## src/rtl/pwm_dac.sv

```systemverilog
// BCD millivolt request -> 12-bit DAC code via digit accumulation and restoring
// division, driving a free-running glitch-free 4096-cycle PWM output.
module pwm_dac #(
    parameter int FS_MV = 1000
) (
    input  logic        DCLK,
    input  logic        RESET,
    input  logic [15:0] data_in,
    input  logic        load,
    output logic        busy,
    output logic        done,
    output logic        err,
    output logic [11:0] code,
    output logic        pwm_out
);

    localparam logic [14:0] FS_W = 15'(FS_MV);

    typedef enum logic [2:0] {IDLE, CHECK, ACCUM, CMP, DIV} state_t;

    state_t      state;
    state_t      state_nx;
    logic [15:0] digits;
    logic [13:0] acc;
    logic [13:0] rem;
    logic [11:0] quo;
    logic [3:0]  step;
    logic [11:0] cnt;
    logic [11:0] duty;

    logic        digits_ok;
    logic        acc_ge_fs;
    logic [14:0] div_res;
    logic        done_nx;

    function automatic logic all_bcd(input logic [15:0] d);
        return (d[15:12] <= 4'd9) && (d[11:8] <= 4'd9) &&
               (d[7:4]   <= 4'd9) && (d[3:0]  <= 4'd9);
    endfunction

    function automatic logic [13:0] acc_step(input logic [13:0] a, input logic [3:0] dig);
        return a * 14'd10 + {10'd0, dig};
    endfunction

    // Saturation test: anything at or above full scale pins the code at the top.
    function automatic logic at_full_scale(input logic [13:0] a);
        return {1'b0, a} >= FS_W;
    endfunction

    // One restoring-division iteration: {quotient bit, new partial remainder}.
    // The remainder stays below FS_MV, so it always fits in 14 bits.
    function automatic logic [14:0] div_step(input logic [13:0] r);
        logic [14:0] r2;
        r2 = {r, 1'b0};
        if (r2 >= FS_W)
            return {1'b1, 14'(r2 - FS_W)};
        else
            return {1'b0, r2[13:0]};
    endfunction

    assign digits_ok = all_bcd(digits);
    assign acc_ge_fs = at_full_scale(acc);
    assign div_res   = div_step(rem);

    always_ff @(posedge DCLK or posedge RESET) begin
        if (RESET)
            state <= IDLE;
        else
            state <= state_nx;
    end

    always_comb begin
        state_nx = state;
        case (state)
            IDLE:    if (load) state_nx = CHECK;
            CHECK:   state_nx = digits_ok ? ACCUM : IDLE;
            ACCUM:   if (step == 4'd3) state_nx = CMP;
            CMP:     state_nx = acc_ge_fs ? IDLE : DIV;
            DIV:     if (step == 4'd12) state_nx = IDLE;
            default: state_nx = IDLE;
        endcase
    end

    always_comb begin
        busy    = (state != IDLE);
        done_nx = ((state == CHECK) && !digits_ok) ||
                  ((state == CMP) && acc_ge_fs) ||
                  ((state == DIV) && (step == 4'd12));
    end

    // Conversion datapath: DIV spends 12 edges on quotient bits and one to publish.
    always_ff @(posedge DCLK or posedge RESET) begin
        if (RESET) begin
            done   <= 1'b0;
            err    <= 1'b0;
            code   <= 12'd0;
            digits <= 16'd0;
            acc    <= 14'd0;
            rem    <= 14'd0;
            quo    <= 12'd0;
            step   <= 4'd0;
        end else begin
            done <= done_nx;
            case (state)
                IDLE: begin
                    if (load) begin
                        digits <= data_in;
                        err    <= 1'b0;
                    end
                end
                CHECK: begin
                    if (!digits_ok) begin
                        err <= 1'b1;
                    end else begin
                        acc  <= 14'd0;
                        step <= 4'd0;
                    end
                end
                ACCUM: begin
                    acc    <= acc_step(acc, digits[15:12]);
                    digits <= {digits[11:0], 4'd0};
                    step   <= step + 4'd1;
                end
                CMP: begin
                    if (acc_ge_fs) begin
                        code <= 12'hFFF;
                    end else begin
                        rem  <= acc;
                        quo  <= 12'd0;
                        step <= 4'd0;
                    end
                end
                DIV: begin
                    if (step == 4'd12) begin
                        code <= quo;
                    end else begin
                        quo  <= {quo[10:0], div_res[14]};
                        rem  <= div_res[13:0];
                        step <= step + 4'd1;
                    end
                end
                default: ;
            endcase
        end
    end

    // PWM: duty only changes on the wrap edge, so every period is complete.
    always_ff @(posedge DCLK or posedge RESET) begin
        if (RESET) begin
            cnt     <= 12'd0;
            duty    <= 12'd0;
            pwm_out <= 1'b0;
        end else begin
            cnt     <= cnt + 12'd1;
            pwm_out <= (cnt < duty);
            if (cnt == 12'hFFF)
                duty <= code;
        end
    end

endmodule
```

## config.mk

```make
export PLATFORM = sky130hd
export DESIGN_NAME = pwm_dac
export DESIGN_NICKNAME = d
export VERILOG_FILES = /design/src/rtl/pwm_dac.sv
export SDC_FILE = /design/constraint.sdc
export NUM_CORES = 1
export LEC_CHECK = 0
export CORE_UTILIZATION = 35
export DETAILED_ROUTE_END_ITERATION = 7
export PLACE_DENSITY = 0.49
export REMOVE_ABC_BUFFERS = 1
export SETUP_SLACK_MARGIN = 0.15
export SYNTH_ARGS = -nofsm -noshare
export SYNTH_HDL_FRONTEND = slang
export SYNTH_SLANG_ARGS = --single-unit
export TNS_END_PERCENT = 30
```

## constraint.sdc

```tcl
create_clock -name DCLK -period 3.83 [get_ports DCLK]
set_clock_uncertainty 0.05 [all_clocks]
set_input_delay 0.766 -clock DCLK [delete_from_list [all_inputs] [get_ports DCLK]]
set_output_delay 0.766 -clock DCLK [all_outputs]
set_load 0.01 [all_outputs]
```

==> flow_metrics.env, run 1 <==
export IMPL_combPwrFrac_pct=41.0
export IMPL_grt_max_degree=61
export IMPL_seqPwrFrac_pct=37.5
export IMPL_power_internal_mw=2.86
export IMPL_clkSlewWorstSetupHoldPaths_ns=0.07
export IMPL_port_buffers=34
export IMPL_core_um2=15300
export IMPL_synth_edf_count=0
export IMPL_antenna_left=0
export IMPL_synth_top_area_cell="dfrtp_1"
export IMPL_synth_cell_area_um2=5480
export IMPL_drv_cap=0
export IMPL_cp_max_fo=5
export IMPL_io_pins=35
export IMPL_hold_path_class="reg -> reg"
export IMPL_viasPerCell=5.13
export IMPL_clk_latency_ns=0.34
export IMPL_grt_usage_pct=16.3
export IMPL_clkPwrFrac_pct=21.5
export IMPL_cts_hold_buf=0
export IMPL_max_freq_ghz=0.312
export IMPL_root_buffer="clkbuf_16"
export IMPL_power_leakage_nw=2.75
export IMPL_cts_resized=0
export IMPL_fin_tns_setup_ns=0
export IMPL_cp_start_kind="flip-flop"
export IMPL_synth_seq_cells=102
export IMPL_wirelength_um=12000
export IMPL_cts_setup_buffers=0
export IMPL_setup_viol=0
export IMPL_die_height_um=127
export IMPL_end_kind="flip-flop"
export IMPL_setup_ws_ns=0.621
export IMPL_tritoncts="done"
export IMPL_area_growth_syn_to_layout_pct=16.0
export IMPL_hpwl_um=8710
export IMPL_syn_avg_cell_area_um2=9.74
export IMPL_diodes=0
export IMPL_critical_path_class="reg -> reg"
export IMPL_worstReg2RegStart="acc[1]"
export IMPL_ys_warn_count=0
export IMPL_ir_drop_v=0.000282
export IMPL_drt_pass1_iter_count=4
export IMPL_ys_seq_area_share_pct=46.5
export IMPL_netlist_cell_type_count=59
export IMPL_fin_nets=650
export IMPL_drive_gt1_share_pct=6.23
export IMPL_grt_overflow_total=0
export IMPL_synth_top_area_share_pct=46.5
export IMPL_ff2ff_path_depth=10
export IMPL_holdCritStartpoint="rem[13]"
export IMPL_required_ns=4.03
export IMPL_clkSinkCount=102
export IMPL_grt_pass1_wl_um=21200
export IMPL_synth_area_leaders="dfrtp_1 47%, ha_1 8.7%, nand2_1 5.3%"
export IMPL_status="finished, final reports clean"
export IMPL_min_path_cells=1
export IMPL_drt_initial_drc_count=150
export IMPL_min_to="rem[13]"
export IMPL_routabilityCongestion=0.806
export IMPL_cts_made_buffers=9
export IMPL_place_ws_ns=0.666
export IMPL_reg2reg_to="acc[13]"
export IMPL_drv_slew=0
export IMPL_timing_reg2reg_setup_slack_ns=0.62
export IMPL_period_needed_ns=3.21
export IMPL_rsz0062_at_grt="false"
export IMPL_cts_buffer_depth=2
export IMPL_synthCells=563
export IMPL_start_util_pct=35.9
export IMPL_switching_share_pct=38.0
export IMPL_h_tree_depth=3
export IMPL_worstPathArrival_ns=3.41
export IMPL_row_count=45
export IMPL_num_vias=4131
export IMPL_hold_viol_final=0
export IMPL_slew_headroom_pct=50.3
export IMPL_period_share_pct=83.8
export IMPL_async_flop_share_pct=100
export IMPL_yosys_most_used_dff="dfrtp_1"
export IMPL_power_density_nw_per_um2=723
export IMPL_die_w_um=127
export IMPL_antenna_found_initial=0
export IMPL_tightestPinTransition_ns=0.744
export IMPL_die_area_um2=16200
export IMPL_drc=0
export IMPL_netSwitchingPower_mw=1.75
export IMPL_avgRoutedWirePerCell_um=15.0
export IMPL_grt_pass1_vias=4288
## layer usage
| layer | track usage (%) | part of all wire (%) | vias up |
|---|---|---|---|
| met4 | 5.46 | 1.4 | 0 |
| met2 | 27.1 | 46 | 52 |
| li1 | - | - | 2059 |
| met3 | 2.26 | 2.2 | 12 |
| met5 | 0 | 0 | - |
| met1 | 21.8 | 50 | 2008 |
## Yosys cell counts, types with 4 or more instances
library cell	number
clkbuf_1	17
a21o_1	7
nor2_1	31
o22ai_1	22
nand4_1	6
xnor2_1	21
nand3_1	13
nor3_1	4
xor2_1	16
a21oi_1	29
and3_1	4
nand2_1	78
o21ai_0	58
o22a_1	12
nor2b_1	7
a31oi_1	8
dfrtp_1	102
ha_1	38
inv_1	22
## final cells by class
cell class	instances	area [um^2]
clock buffer	11	253
clock inverter	3	68.8
fill	1544	8900
inverter	24	92.6
multi-input combinational	414	2730
sequential	102	2550
tap	211	264
timing repair buffer	40	398
## how the worst max path moves through the flow
stage,from,endpoint
2_1_floorplan,RESET,acc[0]
3_3_place_gp,acc[1],acc[13]
3_5_place_dp,acc[1],acc[13]
4_1_cts,acc[1],acc[13]
5_1_grt,acc[1],acc[13]
6_report,acc[1],acc[13]
## worst max-delay path, cell delays in order, from the launching register on
cell and delay [ns]:
dfrtp_1 0.45, ha_1 0.32, ha_1 0.24, fa_1 0.42, a211oi_1 0.35, nor2_1 0.11, xor2_1 0.30, and4_1 0.27
nand4_1 0.12, xnor3_1 0.35, o21ai_0 0.14
## sequential cells by signal (all words and copies together) (netlist names)
name     flops
digits      16
state        3
cnt         12
rem         14
step         4
duty        12
quo         12
acc         14
pwm_out      1
err          1
code        12
done         1
## cell usage in the layout (no fill, tap or decap), types with 4 or more instances in the layout
| cell | n |
|---|---|
| o22a_1 | 12 |
| a21oi_1 | 29 |
| inv_1 | 21 |
| nor2b_1 | 7 |
| o22ai_1 | 22 |
| o21ai_0 | 58 |
| a31oi_1 | 8 |
| nor3_1 | 4 |
| nor2_1 | 31 |
| xor2_1 | 16 |
| clkbuf_16 | 9 |
| nand2_1 | 78 |
| nand4_1 | 6 |
| buf_4 | 5 |
| dfrtp_1 | 102 |
| xnor2_1 | 21 |
| nand3_1 | 13 |
| clkdlybuf4s50_1 | 34 |
| a21o_1 | 7 |
| ha_1 | 38 |
| and3_1 | 4 |
## power by group through the flow
| stage | Clock (mW) | Sequential, mW | Combinational (mW) |
|---|---|---|---|
| global placement | 0 | 1.74 | 1.88 |
| global route | 1.07 | 1.78 | 2.15 |
| CTS | 1.02 | 1.73 | 1.90 |
| floorplan | 0 | 1.67 | 1.36 |
| finish | 0.991 | 1.72 | 1.89 |
| detailed placement | 0 | 1.75 | 1.90 |
## through the flow
stage                     instance area, um^2  hold slack, ns  util [%]  total power, mW  std cells
after global routing                     6360           0.460      41.7             4.99        805
after floorplan                          5380           0.392         -             3.03        540
after detailed placement                 6040           0.426      39.6             3.65        791
after global placement                   6040           0.429      39.6             3.62        791
final                                    6360           0.440      41.7             4.60        805
after CTS                                6360           0.443      41.7             4.66        805
## logic make-up after synthesis
logic type	share of synthesized area, %
DFF	46.5
xor gates and xnor gates	6.32
buffers and inverters	3.60
muxes	0.205
AOI/OAI and AO/OA	19.8
adders and majority gates	9.40
and+or+nand+nor	14.2
(Power assumes the default switching activity.)
==> inputs of run 2 (changes only) <==
Settings changed: PLACE_DENSITY 0.49 to 0.51.
Clock period 3.83 ns to 2.9 ns, I/O delays scaled along.
==> run 2 against run 1 <==
  * Fmax up 23%
  * Sequential share of layout area shrank 1.1 points
  * Sequential power up 31%
  * Register-to-register slack got worse by 0.34 ns
  * Routed wire length shrank 1.2%
  * Via count grew 1.8%
  * Die area did not move
  * First-iteration DRC count grew 13%
  * Design area up 2.9%
  * Combinational power grew 47%
  * Setup slack got worse by 0.34 ns
  * Critical path depth unchanged
  * Critical path type unchanged
==> flow_metrics.env, run 2 (synthesized netlist as in run 1, its figures left out) <==
export IMPL_status="finished, final reports clean"
export IMPL_routabilityCongestion=0.807
export IMPL_hpwl_um=8620
export IMPL_clkSinkCount=102
export IMPL_antenna_found_initial=0
export IMPL_power_leakage_nw=2.82
export IMPL_end_kind="flip-flop"
export IMPL_die_height_um=127
export IMPL_cts_made_buffers=9
export IMPL_wirelength_um=11900
export IMPL_dpl_cell_area_um2=6150
export IMPL_multi_input_area_um2=2830
export IMPL_crit_chain="buf_4, ha_1, ha_4, nand3_1, o2111a_1, o21bai_1, a21bo_2, a21oi_1, xnor3_1, o21ai_0"
export IMPL_place_inst=804
export IMPL_max_freq_ghz=0.382
export IMPL_rsz0062_at_grt="true"
export IMPL_avgRoutedWirePerCell_um=14.5
export IMPL_drc=0
export IMPL_reg_largest_list="digits (16), acc (14), rem (14)"
export IMPL_clk_latency_ns=0.35
export IMPL_viasPerCell=5.12
export IMPL_tritoncts="done"
export IMPL_start_util_pct=35.9
export IMPL_final_cell_area_um2=6550
export IMPL_h_tree_depth=3
export IMPL_tightestPinTransition_ns=0.711
export IMPL_port_buffers=34
export IMPL_hold_path_class="reg -> reg"
export IMPL_final_common_cell="dfrtp_1"
export IMPL_worst_path_max_delay_cell="dfrtp_1"
export IMPL_path_buf_inv=1
export IMPL_grt_pass1_wl_um=20500
export IMPL_power_density_nw_per_um2=948
export IMPL_critical_path_max_stage_delay_ns=0.41
export IMPL_grt_usage_pct=15.8
export IMPL_largest_reg_flops=16
export IMPL_diodes=0
export IMPL_whs_ns=0.452
export IMPL_clkSlewWorstSetupHoldPaths_ns=0.07
export IMPL_cts_hold_buf=0
export IMPL_largest_register="digits"
export IMPL_die_w_um=127
export IMPL_fin_nets=665
export IMPL_layout_common_cells="100 x dfrtp_1, 78 x nand2_1, 56 x o21ai_0"
export IMPL_slew_headroom_pct=52.5
export IMPL_worstPathArrival_ns=2.83
export IMPL_drt_pass1_iter_count=5
export IMPL_grt_overflow_total=0
export IMPL_die_area_um2=16200
export IMPL_drv_slew=0
export IMPL_cp_max_fo=5
export IMPL_antenna_left=0
export IMPL_ir_drop_v=0.000418
export IMPL_cts_buffer_depth=2
export IMPL_period_needed_ns=2.62
export IMPL_seq_area_um2=2550
export IMPL_area_growth_syn_to_layout_pct=19.3
export IMPL_drv_cap=0
export IMPL_num_vias=4206
export IMPL_crit_family="compound AO/OA/AOI/OAI gates"
export IMPL_fillers=1513
export IMPL_hold_viol_final=0
export IMPL_root_buffer="clkbuf_16"
export IMPL_core_um2=15300
export IMPL_setup_viol=0
export IMPL_drt_initial_drc_count=170
export IMPL_grt_max_degree=44
export IMPL_drive_gt1_share_pct=10.7
export IMPL_row_count=45
export IMPL_grt_pass1_vias=4239
export IMPL_cp_start_kind="flip-flop"
export IMPL_period_share_pct=90.3
export IMPL_io_pins=35
export IMPL_final_cells=821
export IMPL_required_ns=3.11
export IMPL_critical_path_class="reg -> reg"
-- run 2: changes by cell type in the layout (fill, tap and decap cells not counted), moves of 3 or more --
| cell | before | now |
|---|---|---|
| ha_1 | 38 | 33 |
| buf_4 | 5 | 19 |
| inv_6 | 0 | 3 |
| ha_4 | 0 | 5 |
-- run 2: what timing repair did --
item	in CTS	in global routing
pin swaps	5	8
endpoints found under the setup margin	4	4
gates resized for setup	3	14
gates cloned	0	0
setup buffers	0	2
-- run 2: per-layer routing --
| metal | global-route usage [%] | wire, um | up-vias |
|---|---|---|---|
| met1 | 20.7 | 5750 | 2044 |
| met3 | 2.85 | 394 | 13 |
| met4 | 5.74 | 168 | 0 |
| met2 | 26.1 | 5590 | 61 |
| met5 | 0 | 0 | - |
| li1 | - | - | 2088 |
-- run 2: worst paths after layout --
kind	from	end	slack (ns)	cells after the start
worst max-delay path	acc[4]	acc[13]	0.28	10
worst min-delay path	quo[11]	code[11]	0.45	1
worst max register to register	acc[4]	acc[13]	0.28	10
worst min register to register	quo[11]	code[11]	0.45	1
max in group asynchronous	RESET	acc[2]	1.62	3
min in group asynchronous	RESET	duty[1]	0.59	2
-- run 2: cell type report --
class	instances	share of cell area [%]
well taps	211	4.03
clock buffers	10	3.65
clock inverters	5	0.631
inverters	24	1.41
multi-input cells	414	43.2
flip-flops and latches	102	39.0
repair buffers	55	7.99
-- run 2: report_power, final --
| part | switching, mW | internal [mW] | leakage, nW | total (mW) |
|---|---|---|---|---|
| Clock | 0.551 | 0.611 | 0.132 | 1.16 |
| Combinational | 1.43 | 1.35 | 1.41 | 2.78 |
| Sequential | 0.433 | 1.83 | 1.28 | 2.26 |
| Total | 2.42 | 3.78 | 2.82 | 6.20 |
-- run 2: per-stage QoR --
stage / setup WS (ns) / TNS (ns) / utilization (%) / power [mW]
3_5_place_dp: -0.0367 / -0.0367 / 40.3 / 4.90
6_report: 0.281 / 0 / 42.9 / 6.20
3_3_place_gp: -0.00938 / -0.00938 / 40.3 / 4.86
2_1_floorplan: -0.405 / -41.37 / - / 4.00
4_1_cts: 0.152 / 0 / 42.2 / 6.10
5_1_grt: 0.147 / 0 / 42.9 / 6.69
